==> config.mk <==
export PLATFORM = sky130hd
export DESIGN_NAME = fadd_align_stage
export DESIGN_NICKNAME = d
export VERILOG_FILES = /design/src/rtl/fadd_align_stage.sv
export SDC_FILE = /design/constraint.sdc
export NUM_CORES = 1
export LEC_CHECK = 0
export CORE_UTILIZATION = 52
export CTS_CLUSTER_DIAMETER = 200
export DETAILED_ROUTE_END_ITERATION = 10
export PLACE_DENSITY_LB_ADDON = 0.25
export SLEW_MARGIN = 5
export SYNTH_ARGS = -nofsm -noshare
export SYNTH_HDL_FRONTEND = slang
export SYNTH_SLANG_ARGS = --single-unit
==> constraint.sdc <==
create_clock -name clk -period 2.9 [get_ports clk]
set_input_delay 0.29 -clock clk [delete_from_list [all_inputs] [get_ports clk]]
set_output_delay 0.29 -clock clk [all_outputs]
set_load 0.05 [all_outputs]
==> src/rtl/fadd_align_stage.sv <==
// Pre-add alignment for the binary32 adder: unpack and order operands (S1), then shift the
// smaller mantissa with sticky collection and invert it for effective subtraction (S2).
module fadd_align_stage #(
    parameter int EXP_W = 8,
    parameter int MAN_W = 23,
    parameter int EXT_W = 8
) (
    input  logic                       clk,
    input  logic                       rst_n,
    input  logic                       in_valid_i,
    output logic                       in_ready_o,
    input  logic [EXP_W+MAN_W:0]       in_a_i,
    input  logic [EXP_W+MAN_W:0]       in_b_i,
    input  logic                       in_sub_i,
    output logic                       out_valid_o,
    input  logic                       out_ready_i,
    output logic [MAN_W+EXT_W+1:0]     out_a_o,
    output logic [MAN_W+EXT_W+1:0]     out_b_o,
    output logic                       out_cin_o,
    output logic [EXP_W-1:0]           out_exp_o,
    output logic                       out_sign_o,
    output logic                       out_sub_o,
    output logic [1:0]                 out_class_o,
    output logic [EXP_W+MAN_W:0]       out_special_o
);
    localparam int OP_W   = 1 + 1 + MAN_W + EXT_W;
    localparam int WORD_W = 1 + EXP_W + MAN_W;
    localparam int SH_W   = $clog2(OP_W + 1);
    localparam logic [1:0] CLS_FIN = 2'b00;
    localparam logic [1:0] CLS_INF = 2'b01;
    localparam logic [1:0] CLS_NAN = 2'b10;
    localparam logic [WORD_W-1:0] QNAN = {1'b0, {EXP_W{1'b1}}, 1'b1, {(MAN_W-1){1'b0}}};

    logic              s1_valid_q;
    logic              s1_hid_b_q, s1_hid_b_d, s1_hid_s_q, s1_hid_s_d;
    logic [MAN_W-1:0]  s1_frac_b_q, s1_frac_b_d, s1_frac_s_q, s1_frac_s_d;
    logic [EXP_W-1:0]  s1_dist_q, s1_dist_d, s1_exp_q, s1_exp_d;
    logic              s1_sign_q, s1_sign_d, s1_sub_q, s1_sub_d;
    logic [1:0]        s1_class_q, s1_class_d;
    logic [WORD_W-1:0] s1_special_q, s1_special_d;

    logic              out_valid_q;
    logic [OP_W-1:0]   out_a_q, out_a_d, out_b_q, out_b_d;
    logic [EXP_W-1:0]  out_exp_q;
    logic              out_sign_q, out_sub_q;
    logic [1:0]        out_class_q;
    logic [WORD_W-1:0] out_special_q;

    logic s2_load, s1_load, s1_accept;

    assign s2_load    = !out_valid_q || out_ready_i;
    assign s1_load    = !s1_valid_q || s2_load;
    assign s1_accept  = in_valid_i && s1_load;
    assign in_ready_o = s1_load;

    logic             sign_a, sign_b, a_big;
    logic [EXP_W-1:0] exp_a, exp_b, eexp_a, eexp_b;
    logic [MAN_W-1:0] frac_a, frac_b;
    logic             nan_a, nan_b, inf_a, inf_b;

    assign sign_a = in_a_i[WORD_W-1];
    assign sign_b = in_b_i[WORD_W-1] ^ in_sub_i;
    assign exp_a  = in_a_i[WORD_W-2:MAN_W];
    assign exp_b  = in_b_i[WORD_W-2:MAN_W];
    assign frac_a = in_a_i[MAN_W-1:0];
    assign frac_b = in_b_i[MAN_W-1:0];
    assign eexp_a = (exp_a == '0) ? EXP_W'(1) : exp_a;
    assign eexp_b = (exp_b == '0) ? EXP_W'(1) : exp_b;
    assign nan_a  = (exp_a == '1) && (frac_a != '0);
    assign nan_b  = (exp_b == '1) && (frac_b != '0);
    assign inf_a  = (exp_a == '1) && (frac_a == '0);
    assign inf_b  = (exp_b == '1) && (frac_b == '0);
    // Raw {exp,fraction} orders magnitudes correctly, denormals included; ties keep a as big.
    assign a_big  = in_a_i[WORD_W-2:0] >= in_b_i[WORD_W-2:0];

    always_comb begin
        s1_hid_b_d   = a_big ? (exp_a != '0) : (exp_b != '0);
        s1_hid_s_d   = a_big ? (exp_b != '0) : (exp_a != '0);
        s1_frac_b_d  = a_big ? frac_a : frac_b;
        s1_frac_s_d  = a_big ? frac_b : frac_a;
        s1_exp_d     = a_big ? eexp_a : eexp_b;
        s1_dist_d    = a_big ? (eexp_a - eexp_b) : (eexp_b - eexp_a);
        s1_sign_d    = a_big ? sign_a : sign_b;
        s1_sub_d     = sign_a ^ sign_b;
        s1_class_d   = CLS_FIN;
        s1_special_d = '0;
        if (nan_a || nan_b || (inf_a && inf_b && s1_sub_d)) begin
            s1_class_d   = CLS_NAN;
            s1_special_d = QNAN;
        end else if (inf_a || inf_b) begin
            s1_class_d   = CLS_INF;
            s1_special_d = {inf_a ? sign_a : sign_b, {EXP_W{1'b1}}, {MAN_W{1'b0}}};
        end
    end

    logic [OP_W-1:0] x_sml, y_sml;
    logic [SH_W-1:0] shamt;
    logic            lost;

    always_comb begin
        x_sml   = {1'b0, s1_hid_s_q, s1_frac_s_q, {EXT_W{1'b0}}};
        shamt   = s1_dist_q[SH_W-1:0];
        y_sml   = '0;
        lost    = 1'b0;
        if (s1_dist_q >= EXP_W'(OP_W)) begin
            y_sml[0] = |x_sml;
        end else begin
            y_sml    = x_sml >> shamt;
            lost     = |(x_sml & ~({OP_W{1'b1}} << shamt));
            y_sml[0] = y_sml[0] | lost;
        end
        out_a_d = {1'b0, s1_hid_b_q, s1_frac_b_q, {EXT_W{1'b0}}};
        out_b_d = s1_sub_q ? ~y_sml : y_sml;
    end

    always_ff @(posedge clk or negedge rst_n) begin
        if (!rst_n) begin
            s1_valid_q   <= 1'b0;
            s1_hid_b_q   <= 1'b0;
            s1_hid_s_q   <= 1'b0;
            s1_frac_b_q  <= '0;
            s1_frac_s_q  <= '0;
            s1_dist_q    <= '0;
            s1_exp_q     <= '0;
            s1_sign_q    <= 1'b0;
            s1_sub_q     <= 1'b0;
            s1_class_q   <= CLS_FIN;
            s1_special_q <= '0;
        end else begin
            if (s1_load) s1_valid_q <= in_valid_i;
            if (s1_accept) begin
                s1_hid_b_q   <= s1_hid_b_d;
                s1_hid_s_q   <= s1_hid_s_d;
                s1_frac_b_q  <= s1_frac_b_d;
                s1_frac_s_q  <= s1_frac_s_d;
                s1_dist_q    <= s1_dist_d;
                s1_exp_q     <= s1_exp_d;
                s1_sign_q    <= s1_sign_d;
                s1_sub_q     <= s1_sub_d;
                s1_class_q   <= s1_class_d;
                s1_special_q <= s1_special_d;
            end
        end
    end

    always_ff @(posedge clk or negedge rst_n) begin
        if (!rst_n) begin
            out_valid_q   <= 1'b0;
            out_a_q       <= '0;
            out_b_q       <= '0;
            out_exp_q     <= '0;
            out_sign_q    <= 1'b0;
            out_sub_q     <= 1'b0;
            out_class_q   <= CLS_FIN;
            out_special_q <= '0;
        end else if (s2_load) begin
            out_valid_q <= s1_valid_q;
            if (s1_valid_q) begin
                out_a_q       <= out_a_d;
                out_b_q       <= out_b_d;
                out_exp_q     <= s1_exp_q;
                out_sign_q    <= s1_sign_q;
                out_sub_q     <= s1_sub_q;
                out_class_q   <= s1_class_q;
                out_special_q <= s1_special_q;
            end
        end
    end

    assign out_valid_o   = out_valid_q;
    assign out_a_o       = out_a_q;
    assign out_b_o       = out_b_q;
    assign out_cin_o     = out_sub_q;
    assign out_exp_o     = out_exp_q;
    assign out_sign_o    = out_sign_q;
    assign out_sub_o     = out_sub_q;
    assign out_class_o   = out_class_q;
    assign out_special_o = out_special_q;
endmodule

# --- After elaboration in Yosys (flattened, before gate mapping) ---
# Cells that the tools add are included.
totals:
  mem_bits_ro: 0
  latch_bits: 0
  mem_count: 0
  in_bits: 69
  ramBits: 0
  ff_bits: 203
  wordCells: 75
  out_inout_bits: 113
op_classes:
  bitwise_logic: 6
  div: 0
  eq_ne: 2
  n_mul: 0
  shift: 2
  n_lt_le_gt_ge: 2
  addsub: 2
  n_reduce_logical: 25
  mux: 17
op_table:
  columns: ["operator", "n"]
  rows:
  - ["32-bit two-way mux", 3]
  - ["33-bit NOT", 2]
  - ["23-bit zero test", 2]
  - ["23-bit two-way mux", 2]
  - ["23-bit nonzero test", 2]
  - ["32-bit by 33-bit AND with 33-bit output", 1]
  - ["33-bit two-way mux", 1]
  - ["33-bit OR reduction", 1]
  - ["33-bit by 6-bit << shifter with 33-bit output, first input constant", 1]
  - ["32-bit by 6-bit >> shifter with 33-bit output", 1]
  - ["8-bit two-way mux", 4]
  - ["31-bit greater-or-equal comparator", 1]
  - ["24-bit OR reduction", 1]
  - ["8-bit == test, second input constant", 2]
  - ["8-bit zero test", 2]
  - ["8-bit nonzero test", 2]
  - ["8-bit subtractor", 2]
  - ["8-bit by 6-bit greater-or-equal comparator with 1-bit output, second input constant", 1]
  - ["1-bit logical AND", 7]
  - ["1-bit two-way mux", 6]
  - ["1-bit logical OR", 5]
  - ["1-bit zero test", 2]
  - ["2-bit two-way mux", 1]
  - ["2-bit AND reduction", 1]
  - ["other kinds (2)", 3]

# --- Longest topological paths before layout ---
logic_depth:
  depth_word: 8
  depth_mapped: 14

# --- Worst setup path before layout ---
# Ideal clock, no wire load.
synth_timing:
  path_kind: "input to register"
  from: "in in_b_i[14]"
  to: "reg s1_dist_q[7]"
  required_time_ns: 2.769
  n_path_buf: 0
  path_slack_ns: 0.226
  t_arrival_ns: 2.542
  path_stages: 10
  cell_sequence: "inv_1 -> ha_1 -> a21oi_1 -> o21ai_1 -> a221oi_1 -> a211oi_1 -> nor4b_4 -> mux2_2 -> a22o_1 -> or3b_1"
synth_via:
  elab_chain_cells: 2
synth_lines:
  columns: ["element", "line", "text"]
  rows:
  - ["from (decl)", "13", "input logic [EXP_W+MAN_W:0] in_b_i,"]
  - ["31-bit greater-or-equal comparator", "74", "assign a_big = in_a_i[WORD_W-2:0] >= in_b_i[WORD_W-2:0];"]
  - ["8-bit two-way mux", "82", "s1_dist_d = a_big ? (eexp_a - eexp_b) : (eexp_b - eexp_a);"]
  - ["to (signal assigned)", "136", "s1_dist_q <= s1_dist_d;"]
  - ["to (decl)", "37", "logic [EXP_W-1:0] s1_dist_q, s1_dist_d, s1_exp_q, s1_exp_d;"]
# Every way passes these cells.
# A chain may end at the register's enable or synchronous reset.

# --- Worst setup path after layout ---
layout_timing:
  from: "in in_b_i[22]"
  to: "reg s1_dist_q[7]"
# The elaborated chain is that of the path after synthesis.

==> metrics.txt <==
status=complete, but fails checks; failing checks=DRC; nets=1359; Hold Path Class=in2reg; Max VDD drop=0.578 mV; Antenna Cells=0; Tcrit/Tclk final=0.986; slew at the pin closest to its max-slew limit=0.733 ns; # setup viols final=0; largest net degree at the start of global routing=102; critical path launch point type=input pin; Max-cap violations=0; Area growth syn-to-layout=30.5%; CTS H-tree lvls=4; Post-synth top cells=nand2_1, dfrtp_1, mux2i_1; die area=0.0192 mm^2; FP Rows=49; syn avg cell area=9.23 um^2; register area share after synthesis=0.366; Worst EP arrival=3.15 ns; clk buf depth=2; share of post-route cells with drive strength above 1=0.185; vias in the first global route=8053; worst setup path start=in_b_i[22]; worst hold path cell count=4; Worst Skew=0.0114 ns; Port Buf Inserts=150; number of placed instances, taps included=1445; Syn Std Cell Area=0.00971 mm^2; R2R cell count=9; dominant synthesized flop cell=dfrtp_1; CP Max Fanout=5; Congestion Overflow GR=0; number of synthesized flops with an enable pin=0; Max Freq=350 MHz; DIE HEIGHT=139 um; area post-placement=0.0118 mm^2; clock sink total=142; CP Data Required Time=3.19 ns; routability cong.=0.926; Iteration-0 DRC Markers=565; DRC=13; final design utilization=0.698; clk slew on worst S/H paths=0.06 ns; DRT Pass-1 Iters=8; vias post-DR=8339; Worst setup EP type=flop; Slew Viols, Final=0; CTS Buf Count=17; root buf cell=clkbuf_16; synthesized flop and latch total=142; Setup CP Type=in2reg; Cell Count, Final, Fillers Out=1484; final hold violations=0; reg-to-reg startpoint=s1_dist_q[0]; ANT nets after route=0; antenna violations before repair=0; number of synthesis warnings=0; top cells by area, synth=dfrtp_1, mux2i_1, nand2_1, ha_1, mux2_2; Synth area leader=dfrtp_1; worst skew pair latency=0.42 ns; wire per inst=17.2 um; total global-route track usage=0.271; pre-CTS setup slack=-0.579 ns; Initial Util=0.535; first-pass GRT wire length=41500 um; synth unique cells=58; Final min period=2.86 ns; core footprint=0.0181 mm^2; FFs w/ async S/R, synth=1.00; fillers=1420; TritonCTS clock tree=done; post-synth top area share=0.366; total wire length=25600 um; worst rel slew slack=0.506; die width=139 um; leakage=0.00575 uW; Cells after Synth=1052; num ports=182; vias per cell=5.62; TNS Setup=0 ns; most numerous cell in the Yosys netlist=nand2_1; setup ws final=0.0410 ns; Power Dens Cells=746 mW/mm^2; FF-to-FF setup slack=0.28 ns; hold_sp=in_a_i[27]; Final Cell Area=0.0127 mm^2; detailed placer's ending HPWL=18700 um
==> path summary, 6_finish.rpt <==
check / to
hold reg to reg: s1_special_q[30]
min in group asynchronous: out_b_o[29]
max in group asynchronous: out_a_o[30]
setup reg to reg: out_b_o[0]
hold / removal: s1_exp_q[4]
setup / recovery: s1_dist_q[7]
==> placed cells by master (no fill, tap or decap), types with 3 or more instances in the layout <==
master,instances
conb_1,31
and2_1,3
clkdlybuf4s50_1,148
nand3b_1,3
nand4_1,18
clkinv_2,3
inv_1,50
nor2_1,42
mux4_2,20
nor3_1,8
clkinvlp_4,3
a221oi_2,3
o31ai_1,3
a211oi_1,14
nor4_4,3
xnor2_1,19
nand2_1,153
clkinv_4,3
mux2i_1,78
a21oi_1,31
buf_4,95
nor4_1,17
ha_1,42
nor2b_1,3
buf_12,7
o21ai_0,49
nand2b_1,11
ha_4,3
a21o_1,6
clkbuf_16,18
dfrtp_1,142
o22ai_1,6
a31oi_1,4
buf_6,4
and3_1,4
o21ai_1,78
mux2_2,46
xor2_1,20
nand3_1,11
==> critical path, cell delays in order <==
cell and delay, ns:
clkdlybuf4s50_1 0.49, inv_1 0.05, ha_1 0.30, nand4_1 0.13, nor2_1 0.07, a221oi_2 0.32
a211oi_2 0.14, nor4b_4 0.32, buf_6 0.17, buf_6 0.12, mux2i_4 0.24, a2111oi_2 0.09
or3b_1 0.40
==> sequential cells by signal, indices dropped and copies added, names as in the netlist, 3 cells and up <==
register / flops
s1_exp_q: 8
out_exp_o: 8
out_b_o: 33
out_special_o: 3
s1_frac_s_q: 23
out_a_o: 24
s1_frac_b_q: 23
s1_special_q: 3
s1_dist_q: 8
==> routing by layer <==
metal	up-vias	share of wire	track usage
li1	4011	-	-
met1	4030	0.46	0.380
met2	268	0.47	0.429
met3	30	0.047	0.0356
met4	0	0.023	0.102
met5	-	0	0
==> layout make-up <==
| cell class | instances | area (um^2) | area share |
|---|---|---|---|
| sequential | 142 | 3550 | 0.280 |
| clock inverter | 13 | 141 | 0.0112 |
| inverter | 51 | 191 | 0.0151 |
| timing repair buffer | 258 | 2450 | 0.194 |
| clock buffer | 18 | 439 | 0.0346 |
| multi-input combinational | 773 | 5610 | 0.442 |
| tap | 229 | 287 | 0.0226 |
==> through the flow <==
step,power (uW),hold WS [ns]
2_1_floorplan,5820,-0.00559
3_3_place_gp,7170,0.278
3_5_place_dp,7240,0.282
5_1_grt,9970,0.374
6_report,9460,0.356
4_1_cts,9430,0.416
==> repair_timing <==
item | CTS | global route
endpoints found under the setup margin | 52 | 56
gates cloned | 0 | 1
setup buffers | 4 | 2
pin swaps | 3 | 13
resized for setup | 3 | 29
hold endpoints to repair | 54 | 0
hold buffers | 1 | 0
==> power breakdown <==
group / internal [uW] / switching (uW)
Sequential: 2440 / 374
Clock: 1290 / 864
Combinational: 1750 / 2750
==> logic make-up (layout without fill, tap and decap cells) <==
kind of cell / after synthesis / count (layout) / share of synthesized area
flops: 142 / 142 / 0.366
buf+inv: 167 / 340 / 0.0873
xor+xnor: 39 / 39 / 0.0352
other cells: 1 / 31 / 0.000386
mux: 148 / 148 / 0.185
fa+ha+maj: 47 / 47 / 0.0621
compound gates: 218 / 218 / 0.128
simple gates: 290 / 290 / 0.136
(Power assumes the default switching activity.)
